`config.mk`:
```
export PLATFORM = sky130hd
export DESIGN_NAME = psum_drain
export DESIGN_NICKNAME = d
export VERILOG_FILES = /design/src/rtl/psum_drain.sv
export SDC_FILE = /design/constraint.sdc
export NUM_CORES = 1
export LEC_CHECK = 0
export CAP_MARGIN = 10
export CORE_AREA = 2 2 419 421
export CTS_CLUSTER_SIZE = 25
export DETAILED_ROUTE_END_ITERATION = 12
export DIE_AREA = 0 0 421 423
export PLACE_DENSITY_LB_ADDON = 0.1
export REMOVE_ABC_BUFFERS = 1
export SLEW_MARGIN = 20
export SYNTH_ARGS = -nofsm -noshare
export SYNTH_HDL_FRONTEND = slang
export SYNTH_SLANG_ARGS = --single-unit
```
`constraint.sdc`:
```
create_clock -name i_clk -period 1.92 [get_ports i_clk]
set_input_delay 0.384 -clock i_clk [delete_from_list [all_inputs] [get_ports i_clk]]
set_output_delay 0.384 -clock i_clk [all_outputs]
set_load 0.1 [all_outputs]
```
`src/rtl/psum_drain.sv`:
```
// -----------------------------------------------------------------------------
// psum_drain
// Drains partial-sum entries from port B of the psum buffer and serialises each
// ARRAY_DIM-lane entry onto an AXI-Stream style output, lane 0 first. Each entry
// can optionally be zeroed in the buffer once it has been read.
//
// Ports
//   i_clk, i_rst      clock, synchronous active-high reset
//   i_start           one-cycle drain request (ignored unless idle)
//   i_num_entries     entries to drain, sampled with i_start (saturated to 2^ADDR_WIDTH)
//   i_clear_en        zero each entry after reading, sampled with i_start
//   o_busy, o_done    drain in progress / one-cycle completion pulse
//   o_b_addr          port B address (registered)
//   i_b_rdata         port B read data, one cycle after o_b_addr
//   o_b_wdata, o_b_wen port B write data (always zero) / write enable
//   o_m_tdata, o_m_tvalid, i_m_tready, o_m_tlast   output stream
// -----------------------------------------------------------------------------
module psum_drain #(
    parameter int ARRAY_DIM  = 16,
    parameter int ACC_WIDTH  = 32,
    parameter int ADDR_WIDTH = 10
) (
    input  logic                           i_clk,
    input  logic                           i_rst,
    input  logic                           i_start,
    input  logic [ADDR_WIDTH:0]            i_num_entries,
    input  logic                           i_clear_en,
    output logic                           o_busy,
    output logic                           o_done,
    output logic [ADDR_WIDTH-1:0]          o_b_addr,
    input  logic [ARRAY_DIM*ACC_WIDTH-1:0] i_b_rdata,
    output logic [ARRAY_DIM*ACC_WIDTH-1:0] o_b_wdata,
    output logic                           o_b_wen,
    output logic [ACC_WIDTH-1:0]           o_m_tdata,
    output logic                           o_m_tvalid,
    input  logic                           i_m_tready,
    output logic                           o_m_tlast
);

    localparam int LANE_W = (ARRAY_DIM > 1) ? $clog2(ARRAY_DIM) : 1;
    localparam int DATA_W = ARRAY_DIM * ACC_WIDTH;

    localparam logic [2:0] S_IDLE  = 3'd0;
    localparam logic [2:0] S_READ  = 3'd1;
    localparam logic [2:0] S_LATCH = 3'd2;
    localparam logic [2:0] S_SEND  = 3'd3;
    localparam logic [2:0] S_FIN   = 3'd4;

    localparam logic [ADDR_WIDTH:0]  MAX_ENTRIES = {1'b1, {ADDR_WIDTH{1'b0}}};
    localparam logic [LANE_W-1:0]    LAST_LANE   = LANE_W'(ARRAY_DIM - 1);

    logic [2:0]            r_state;
    logic [ADDR_WIDTH-1:0] r_idx;    // current entry; doubles as the port B address
    logic [ADDR_WIDTH-1:0] r_last;   // index of the final entry (count - 1)
    logic [LANE_W-1:0]     r_lane;
    logic [DATA_W-1:0]     r_shift;
    logic                  r_clear;
    logic                  r_first;  // high only in the first SEND cycle of an entry

    logic [ADDR_WIDTH:0]   w_num_sat;
    logic                  w_lane_end;
    logic                  w_entry_end;
    logic                  w_send;

    // Saturating the count keeps r_last within the address range, so the
    // index can never wrap past the top of the buffer.
    assign w_num_sat   = (i_num_entries > MAX_ENTRIES) ? MAX_ENTRIES : i_num_entries;
    assign w_lane_end  = (r_lane == LAST_LANE);
    assign w_entry_end = (r_idx == r_last);
    assign w_send      = (r_state == S_SEND);

    always_ff @(posedge i_clk) begin
        if (i_rst) begin
            r_state <= S_IDLE;
            r_idx   <= '0;
            r_last  <= '0;
            r_lane  <= '0;
            r_shift <= '0;
            r_clear <= 1'b0;
            r_first <= 1'b0;
        end else begin
            case (r_state)
                S_IDLE: begin
                    if (i_start) begin
                        r_idx   <= '0;
                        r_clear <= i_clear_en;
                        r_last  <= ADDR_WIDTH'(w_num_sat - 1'b1);
                        r_state <= (i_num_entries == '0) ? S_FIN : S_READ;
                    end
                end
                S_READ: begin
                    r_state <= S_LATCH;
                end
                S_LATCH: begin
                    // Read data for r_idx is valid now (one cycle after the address).
                    r_shift <= i_b_rdata;
                    r_lane  <= '0;
                    r_first <= 1'b1;
                    r_state <= S_SEND;
                end
                S_SEND: begin
                    r_first <= 1'b0;
                    if (i_m_tready) begin
                        r_shift <= r_shift >> ACC_WIDTH;
                        r_lane  <= r_lane + 1'b1;
                        if (w_lane_end) begin
                            if (w_entry_end) begin
                                r_state <= S_FIN;
                            end else begin
                                r_idx   <= r_idx + 1'b1;
                                r_state <= S_READ;
                            end
                        end
                    end
                end
                S_FIN: begin
                    r_state <= S_IDLE;
                end
                default: begin
                    r_state <= S_IDLE;
                end
            endcase
        end
    end

    // All outputs decode registered state only; nothing depends on i_m_tready.
    assign o_busy     = (r_state != S_IDLE);
    assign o_done     = (r_state == S_FIN);
    assign o_b_addr   = r_idx;
    assign o_b_wdata  = '0;
    // The entry has already been captured in LATCH, so zeroing it in the
    // first SEND cycle cannot corrupt the words being streamed.
    assign o_b_wen    = w_send & r_first & r_clear;
    assign o_m_tvalid = w_send;
    assign o_m_tdata  = r_shift[ACC_WIDTH-1:0];
    assign o_m_tlast  = w_send & w_lane_end & w_entry_end;

endmodule

```
==> After elaboration in Yosys (flattened, before gate mapping) <==
Cells that the tools add are included.
{ "totals": {"regBits": 541, "latchBits": 0, "ram_bits": 0, "romBits": 0, "inputBits": 528, "out_inout_bits": 559, "word_cells": 51, "memories": 0} }
{ "classes": {"add_sub_neg": 3, "mul": 0, "n_div": 0, "magnitude_cmp": 1, "n_eq_ne": 10, "shifts": 0, "mux": 17, "bitwise": 4, "reduce_logical": 9} }
{ "op_table": {"columns": ["cell", "count"], "rows": [
  ["512-bit case mux with 2 select lines", 1],
  ["512-bit two-way mux", 1],
  ["10-bit two-way mux", 5],
  ["10-bit case mux with 2 select lines", 1],
  ["3-bit two-way mux", 5],
  ["3-bit case mux with 4 select lines", 1],
  ["11-bit > comparator, second input constant", 1],
  ["11-bit zero test", 1],
  ["10-bit by 1-bit adder with 10-bit output, second input constant", 1],
  ["10-bit == test", 1],
  ["10-bit by 1-bit subtractor with 10-bit output, second input constant", 1],
  ["2-bit != test, second input constant", 4],
  ["4-bit case mux with 2 select lines", 1],
  ["3-bit by 2-bit == test with 1-bit output, second input constant", 2],
  ["5-bit AND reduction", 1],
  ["4-bit by 1-bit adder with 4-bit output, second input constant", 1],
  ["1-bit AND", 4],
  ["4-bit == test, second input constant", 1],
  ["4-bit two-way mux", 1],
  ["2-bit AND reduction", 2],
  ["2-bit nonzero test", 2],
  ["3-bit by 1-bit == test with 1-bit output, second input constant", 1],
  ["3-bit == test, second input constant", 1],
  ["3-bit zero test", 1],
  ["other kinds (3)", 3]
]} }

==> Depth between registers and ports, before layout <==
Gate-level depths: netlist (run 1).
{ "depth": {"word_depth": 5, "depth_mapped": 9, "depth_no_buf": 7} }

==> Least setup slack after synthesis (run 1) <==
OpenSTA, ideal clock, no wires.
{ "synth_path": {"path_kind": "reg2out", "start": "reg r_state[1]", "end": "out o_m_tlast", "arrival_ns": 3.298, "t_required_ns": 1.536, "path_slack_ns": -1.762, "stages_incl_launch_ff": 7, "path_buffers": 1, "path_cell_list": "dfxtp_1 -> nor2b_2 -> nand2_4 -> inv_2 -> clkbuf_1 -> nand3_1 -> nor2_1"} }
{ "synth_between": {"elab_chain_cells": 3} }
{ "synth_lines": {"columns": ["item", "line_no", "rtl"], "rows": [
  ["start, declared", "52", "logic [2:0] r_state;"],
  ["start signal, assigned", "88", "r_state <= (i_num_entries == '0) ? S_FIN : S_READ;"],
  ["3-bit by 2-bit == test with 1-bit output", "70", "assign w_send = (r_state == S_SEND);"],
  ["via o_m_tvalid", "35", "output logic o_m_tvalid,"],
  ["1-bit AND (2 in series)", "136", "assign o_m_tlast = w_send & w_lane_end & w_entry_end;"],
  ["end, declared", "37", "output logic o_m_tlast"]
]} }
The timed path passes the listed nets, and every way through them passes these cells.

==> Worst setup path in the final report (run 1) <==
{ "layout_path": {"start": "reg r_idx[8] (netlist: o_b_addr[8])", "end": "out o_m_tlast"} }
{ "layout_between": {"elab_chain_cells": 2} }
{ "layout_lines": {"columns": ["item", "line_no", "rtl"], "rows": [
  ["start, declared", "53", "logic [ADDR_WIDTH-1:0] r_idx;"],
  ["start signal, assigned", "110", "r_idx <= r_idx + 1'b1;"],
  ["10-bit == test", "69", "assign w_entry_end = (r_idx == r_last);"],
  ["1-bit AND", "136", null]
]} }
No other way between the ends.

==> impl_metrics.ini, run 1 <==
[cts]
cts_buffers = 76
cts_buffer_depth = 3
path_clk_slew_ns = 0.06
clkSinkCount = 541
clock-root-buffer = clkbuf_16
ctsHoldBuffers = 0
cts_tree = built
clk-insertion-delay-late_ns = 0.66
cts_max_level = 3

[timing]
holdWs_ns = 0.1800
rsz0062_at_grt = yes
fin_skew_ns = 0.03804
layout_setup_ws_ns = -0.4985
setup_viol = 5
worstMarginPinSlew_ns = 0.5502
max_clock_freq_mhz = 413.5
period_share = 1.260
min_period_ns = 2.418
fin_setup_tns_ns = -1.419
finalHoldViolations = 0
slew_headroom = 0.6332
drv_slew = 0

[route]
drt_wl_total_um = 124900
ant_nets = 0
wl_per_cell_um = 19.24
drt_iter0_drc = 1102
dr.pass1.iters = 6
viasPerCell = 3.771
drc = 0
vias = 24476

[logic_synthesis]
synth_edf_count = 0
syn_area_um2 = 27030
async_flop_share = 0
ys_seq_elements = 541
synth_flop_cell = dfxtp_1
avgSynthCellArea_um2 = 7.666
yosysSeqAreaShare = 0.4007
synthTopCellsByArea = dfxtp_1, a311oi_1, buf_4
synth_cell_type_count = 49
syn_inst = 3526
yosys.area.top_type = dfxtp_1
yosys_warnings = 0
yosysTopAreaCellShare = 0.4007

[final_layout]
fin_cells = 6491
fill_cells = 19307
final_cell_mix = nand2_1, nor2_1, clkdlybuf4s50_1, dfxtp_1, conb_1
fin_util = 0.2264
syn_to_final_growth_pct = 45.08
fin_nets = 4630
final_common_cell = nand2_1
drive_gt1_frac = 0.1234
final_area_um2 = 39220

[power_and_ir_drop]
power.density_nw_per_um2 = 1007
power.share.clock = 0.373
switching_share = 0.3750
seqPwrFrac = 0.333
p_sw_mw = 14.81
power_frac_comb = 0.294
power_mw = 39.49
p_leak_nw = 14.99
irDropWorstVdd_mv = 0.5398
p_int_mw = 24.68

[critical_path]
startpoint_type = register
cp_data_arrival_time_ns = 2.03
reg2reg_slack_ns = 0.01
path_max_fanout = 2
r2r_start = r_state[1]$_SDFFE_PP0P_
crit_required_ns = 1.54
reg2reg_depth = 9
crit_type = reg -> out
reg2reg_to = o_b_addr[7]$_SDFFE_PP0P_
end_kind = output pin

[placement]
place_ws_ns = -0.4174
dpl_cell_area_um2 = 34700
numPortBuffers = 574
place_inst = 6277
gp_congestion = 0.7411
hpwl_um = 88690

[global_route]
grt_pass1_wl_um = 168000
grt_start_max_net_pins = 92
grt_antenna_before_repair = 21
grt_usage = 0.1271
grt_pass1_vias = 23482
grt_overflow = 0

[floorplan]
dieArea_um2 = 178100
die_width_um = 421
rows = 153
core_um2 = 173200
io-pin-count = 1087
initial_core_util = 0.1560
die_h_um = 423

[min_path]
hold_path_end = r_shift[493]$_SDFFE_PP0P_
hold_path_startpoint = i_rst
hp-class = in -> reg
hold_depth = 2

[outcome]
status = complete, but fails checks
failed_checks = negative setup slack

[flow_run]
max_cap_viol_count = 0
-- critical path: stages, from the launching register on --
cell and delay (ns):
dfxtp_4 0.36, xnor2_2 0.16, nand2_1 0.08, nor4_2 0.21
buf_4 0.17, nand3_4 0.08, nor2_4 0.12, buf_12 0.18
-- synth_stat cells (2+ instances only) --
cell        n
a2111o_1    2
a211oi_1    4
a21oi_1    15
a22oi_1    32
a311oi_1  487
and2_1      2
and3_1      4
buf_1      11
buf_2       9
buf_4     544
clkbuf_1  267
dfxtp_1   541
ha_1        3
inv_1       7
nand2_1   977
nand2b_1    2
nand3_1     7
nand4_1     5
nor2_1    534
nor3_1      9
nor4_1      5
o21ai_1     2
o31ai_1     8
or2_2       2
or3_1       2
or4_1       8
xnor2_1     6
xor2_1     10
-- power by group through the flow --
| stage | Sequential, mW | Clock (mW) | Combinational, mW |
|---|---|---|---|
| after global placement | 13.4 | 0 | 10.9 |
| after detailed placement | 13.4 | 0 | 11.0 |
| after floorplan | 13.1 | 0 | 7.55 |
| after CTS | 13.1 | 15.3 | 11.1 |
| after global routing | 13.3 | 15.7 | 12.4 |
| final | 13.1 | 14.7 | 11.6 |
-- routing by layer --
layer  vias to the layer above  wire [um]  track usage
li1                      12247          -            -
met3                       139       3439      0.01749
met1                     11620      52470       0.1519
met2                       470      66420       0.2354
met4                         0       2541      0.03399
met5                         -          0            0
-- area by class of cell --
cell class	count	area, um2	share of cell area
Clock inverter	26	334.1	0.008519
Timing Repair Buffer	815	9435	0.2406
Multi-Input combinational cell	2657	13390	0.3414
Inverter	8	37.54	0.0009572
Antenna cell	8	20.02	0.0005105
Clock buffer	111	2236	0.05702
Tap cell	2325	2909	0.07418
Sequential cell	541	10860	0.2768
-- timing repair --
item / CTS / global route
pin swaps: 12 / 65
setup endpoints to repair: 11 / 172
buffers inserted: 8 / 32
cloned: 3 / 30
hold endpoints to repair: 0 / 0
gates resized for setup: 41 / 120
-- sequential cells by signal, summed over array words and instances, names as in the netlist --
| signal | count |
|---|---|
| o_b_addr | 10 |
| r_shift | 512 |
| r_last | 10 |
| r_first | 1 |
| r_state | 3 |
| r_lane | 4 |
| r_clear | 1 |
-- cell families (layout without fill, tap and decap cells) --
family,Yosys count,after routing,share of synthesized area
buffers and inverters,839,960,0.1925
xor gates and xnor gates,16,16,0.005184
muxes,1,1,0.0004166
DFF,541,541,0.4007
adders and majority gates,3,3,0.001389
other,1,520,0.0001387
and+or+nand+nor,1564,1564,0.2224
AOI/OAI and AO/OA,561,561,0.1773
-- how the worst max path moves through the flow --
stage | startpoint | to | cells past startpoint
2_1_floorplan | r_state[0]$_SDFFE_PP0P_ | r_lane[3]$_SDFFE_PP0P_ | 4
3_3_place_gp | i_m_tready | r_shift[54]$_SDFFE_PP0P_ | 9
3_5_place_dp | i_m_tready | r_shift[22]$_SDFFE_PP0P_ | 9
4_1_cts | o_b_addr[7]$_SDFFE_PP0P_ | o_m_tlast | 7
5_1_grt | o_b_addr[8]$_SDFFE_PP0P_ | o_m_tlast | 7
6_report | o_b_addr[8]$_SDFFE_PP0P_ | o_m_tlast | 7
(Power assumes the default switching activity.)
==> run 2: changes to the inputs <==
--- a/config.mk
+++ b/config.mk
@@ -6,12 +6,13 @@
 export NUM_CORES = 1
 export LEC_CHECK = 0
 export CAP_MARGIN = 10
-export CORE_AREA = 2 2 419 421
+export CORE_AREA = 2 2 425 427
 export CTS_CLUSTER_SIZE = 25
 export DETAILED_ROUTE_END_ITERATION = 12
-export DIE_AREA = 0 0 421 423
+export DIE_AREA = 0 0 427 429
 export PLACE_DENSITY_LB_ADDON = 0.1
 export REMOVE_ABC_BUFFERS = 1
+export SKIP_CTS_REPAIR_TIMING = 1
 export SLEW_MARGIN = 20
 export SYNTH_ARGS = -nofsm -noshare
 export SYNTH_HDL_FRONTEND = slang
==> impl_metrics.ini, run 2 (synthesized netlist as in run 1, its figures left out) <==
[timing]
slew_headroom = 0.6604
layout_setup_ws_ns = -0.5689
setup_viol = 6
fin_skew_ns = 0.02483
max_clock_freq_mhz = 401.8
period_share = 1.296
drv_slew = 0
min_period_ns = 2.489
holdWs_ns = 0.2442
rsz0062_at_grt = yes
worstMarginPinSlew_ns = 0.5094
finalHoldViolations = 0

[placement]
gp_congestion = 0.7434
dpl_cell_area_um2 = 35370
numPortBuffers = 574
place_ws_ns = -0.5297
hpwl_um = 90930

[final_layout]
top_register = r_shift
multi_input_area_um2 = 13100
final_common_cell = nand2_1
fin_util = 0.2188
final_area_um2 = 38960
final_cell_mix = nand2_1, nor2_1, dfxtp_1
fin_nets = 4687
drive_gt1_frac = 0.1227
syn_to_final_growth_pct = 44.13
fill_cells = 19945
largest_reg_flops = 512
regArea_um2 = 10850

[cts]
path_clk_slew_ns = 0.06
clk-insertion-delay-late_ns = 0.66
clock-root-buffer = clkbuf_16
cts_buffer_depth = 3
clkSinkCount = 541
cts_max_level = 3
cts_tree = built
cts_buffers = 76

[route]
viasPerCell = 3.709
ant_nets = 0
drt_iter0_drc = 1105
vias = 24408
drt_wl_total_um = 122400
wl_per_cell_um = 18.60
drc = 0
dr.pass1.iters = 5

[outcome]
failed_checks = negative setup slack
status = complete, but fails checks

[floorplan]
die_h_um = 429
io-pin-count = 1087
rows = 155
die_width_um = 427
dieArea_um2 = 183200
core_um2 = 178000
initial_core_util = 0.1518

[critical_path]
startpoint_type = register
crit_start = r_last[0]$_SDFFE_PP0P_
end_kind = output pin
cp_data_arrival_time_ns = 2.10
r2r_start = r_state[1]$_SDFFE_PP0P_
crit_required_ns = 1.54
crit_type = reg -> out
path_max_fanout = 2

[global_route]
grt_pass1_wl_um = 167400
grt_antenna_before_repair = 27
grt_usage = 0.1235
grt_pass1_vias = 23820
grt_start_max_net_pins = 63
grt_overflow = 0

[power_and_ir_drop]
power.density_nw_per_um2 = 1004
power_mw = 39.10
p_leak_nw = 15.09
irDropWorstVdd_mv = 0.5736

[flow_run]
max_cap_viol_count = 0

[min_path]
hold_path_startpoint = i_rst
hp-class = in -> reg
-- run 2: changes by cell type in the layout (fill, tap and decap cells not counted), sizes merged, moves of 2 or more --
cell / previous run / this run
bufinv: 6 / 4
clkinvlp: 5 / 1
buf: 258 / 334
diode: 8 / 10
clkinv: 11 / 14
clkbuf: 140 / 127
-- run 2: report_power, final --
group	internal, mW	total, mW	switching, mW
clock	8.70	14.5	5.84
combinational	3.30	11.4	8.13
sequential	12.4	13.1	0.686
-- run 2: through the flow --
stage                     setup TNS (ns)  instances
after floorplan                 -9648.55       3206
after detailed placement         -214.28       6382
final                             -1.586       6580
after global routing              -2.379       6578
after global placement           -215.55       6382
after CTS                         -4.181       6519
-- run 2: final cells by class --
cell class,instances,area share
well taps,2355,0.07564
flip-flops and latches,541,0.2785
repair buffers,872,0.2423
clock inverters,22,0.007580
clock buffers,115,0.05797
diodes,10,0.0006423
multi-input cells,2657,0.3363
inverters,8,0.001092
-- run 2: worst paths after layout --
path / cells after the start / slack (ns) / to
worst max-delay path: 6 / -0.57 / o_m_tlast
worst min-delay path: 2 / 0.24 / r_shift[273]$_SDFFE_PP0P_
worst max register to register: 9 / -0.01 / o_b_addr[3]$_SDFFE_PP0P_
worst min register to register: 2 / 0.46 / r_shift[158]$_SDFFE_PP0P_
-- run 2: critical path, cell delays in order (launching register included) --
cell	delay (ns)
dfxtp_1	0.32
xor2_1	0.19
nor4_2	0.42
nand3_4	0.12
nor2_4	0.11
buf_6	0.11
buf_12	0.16
-- run 2: routing by layer --
metal	routed length, um	share of wire	GRT usage
met3	3709	0.030	0.01842
met1	49580	0.41	0.1429
met2	65930	0.54	0.2293
met5	0	0	0
met4	3137	0.026	0.03983
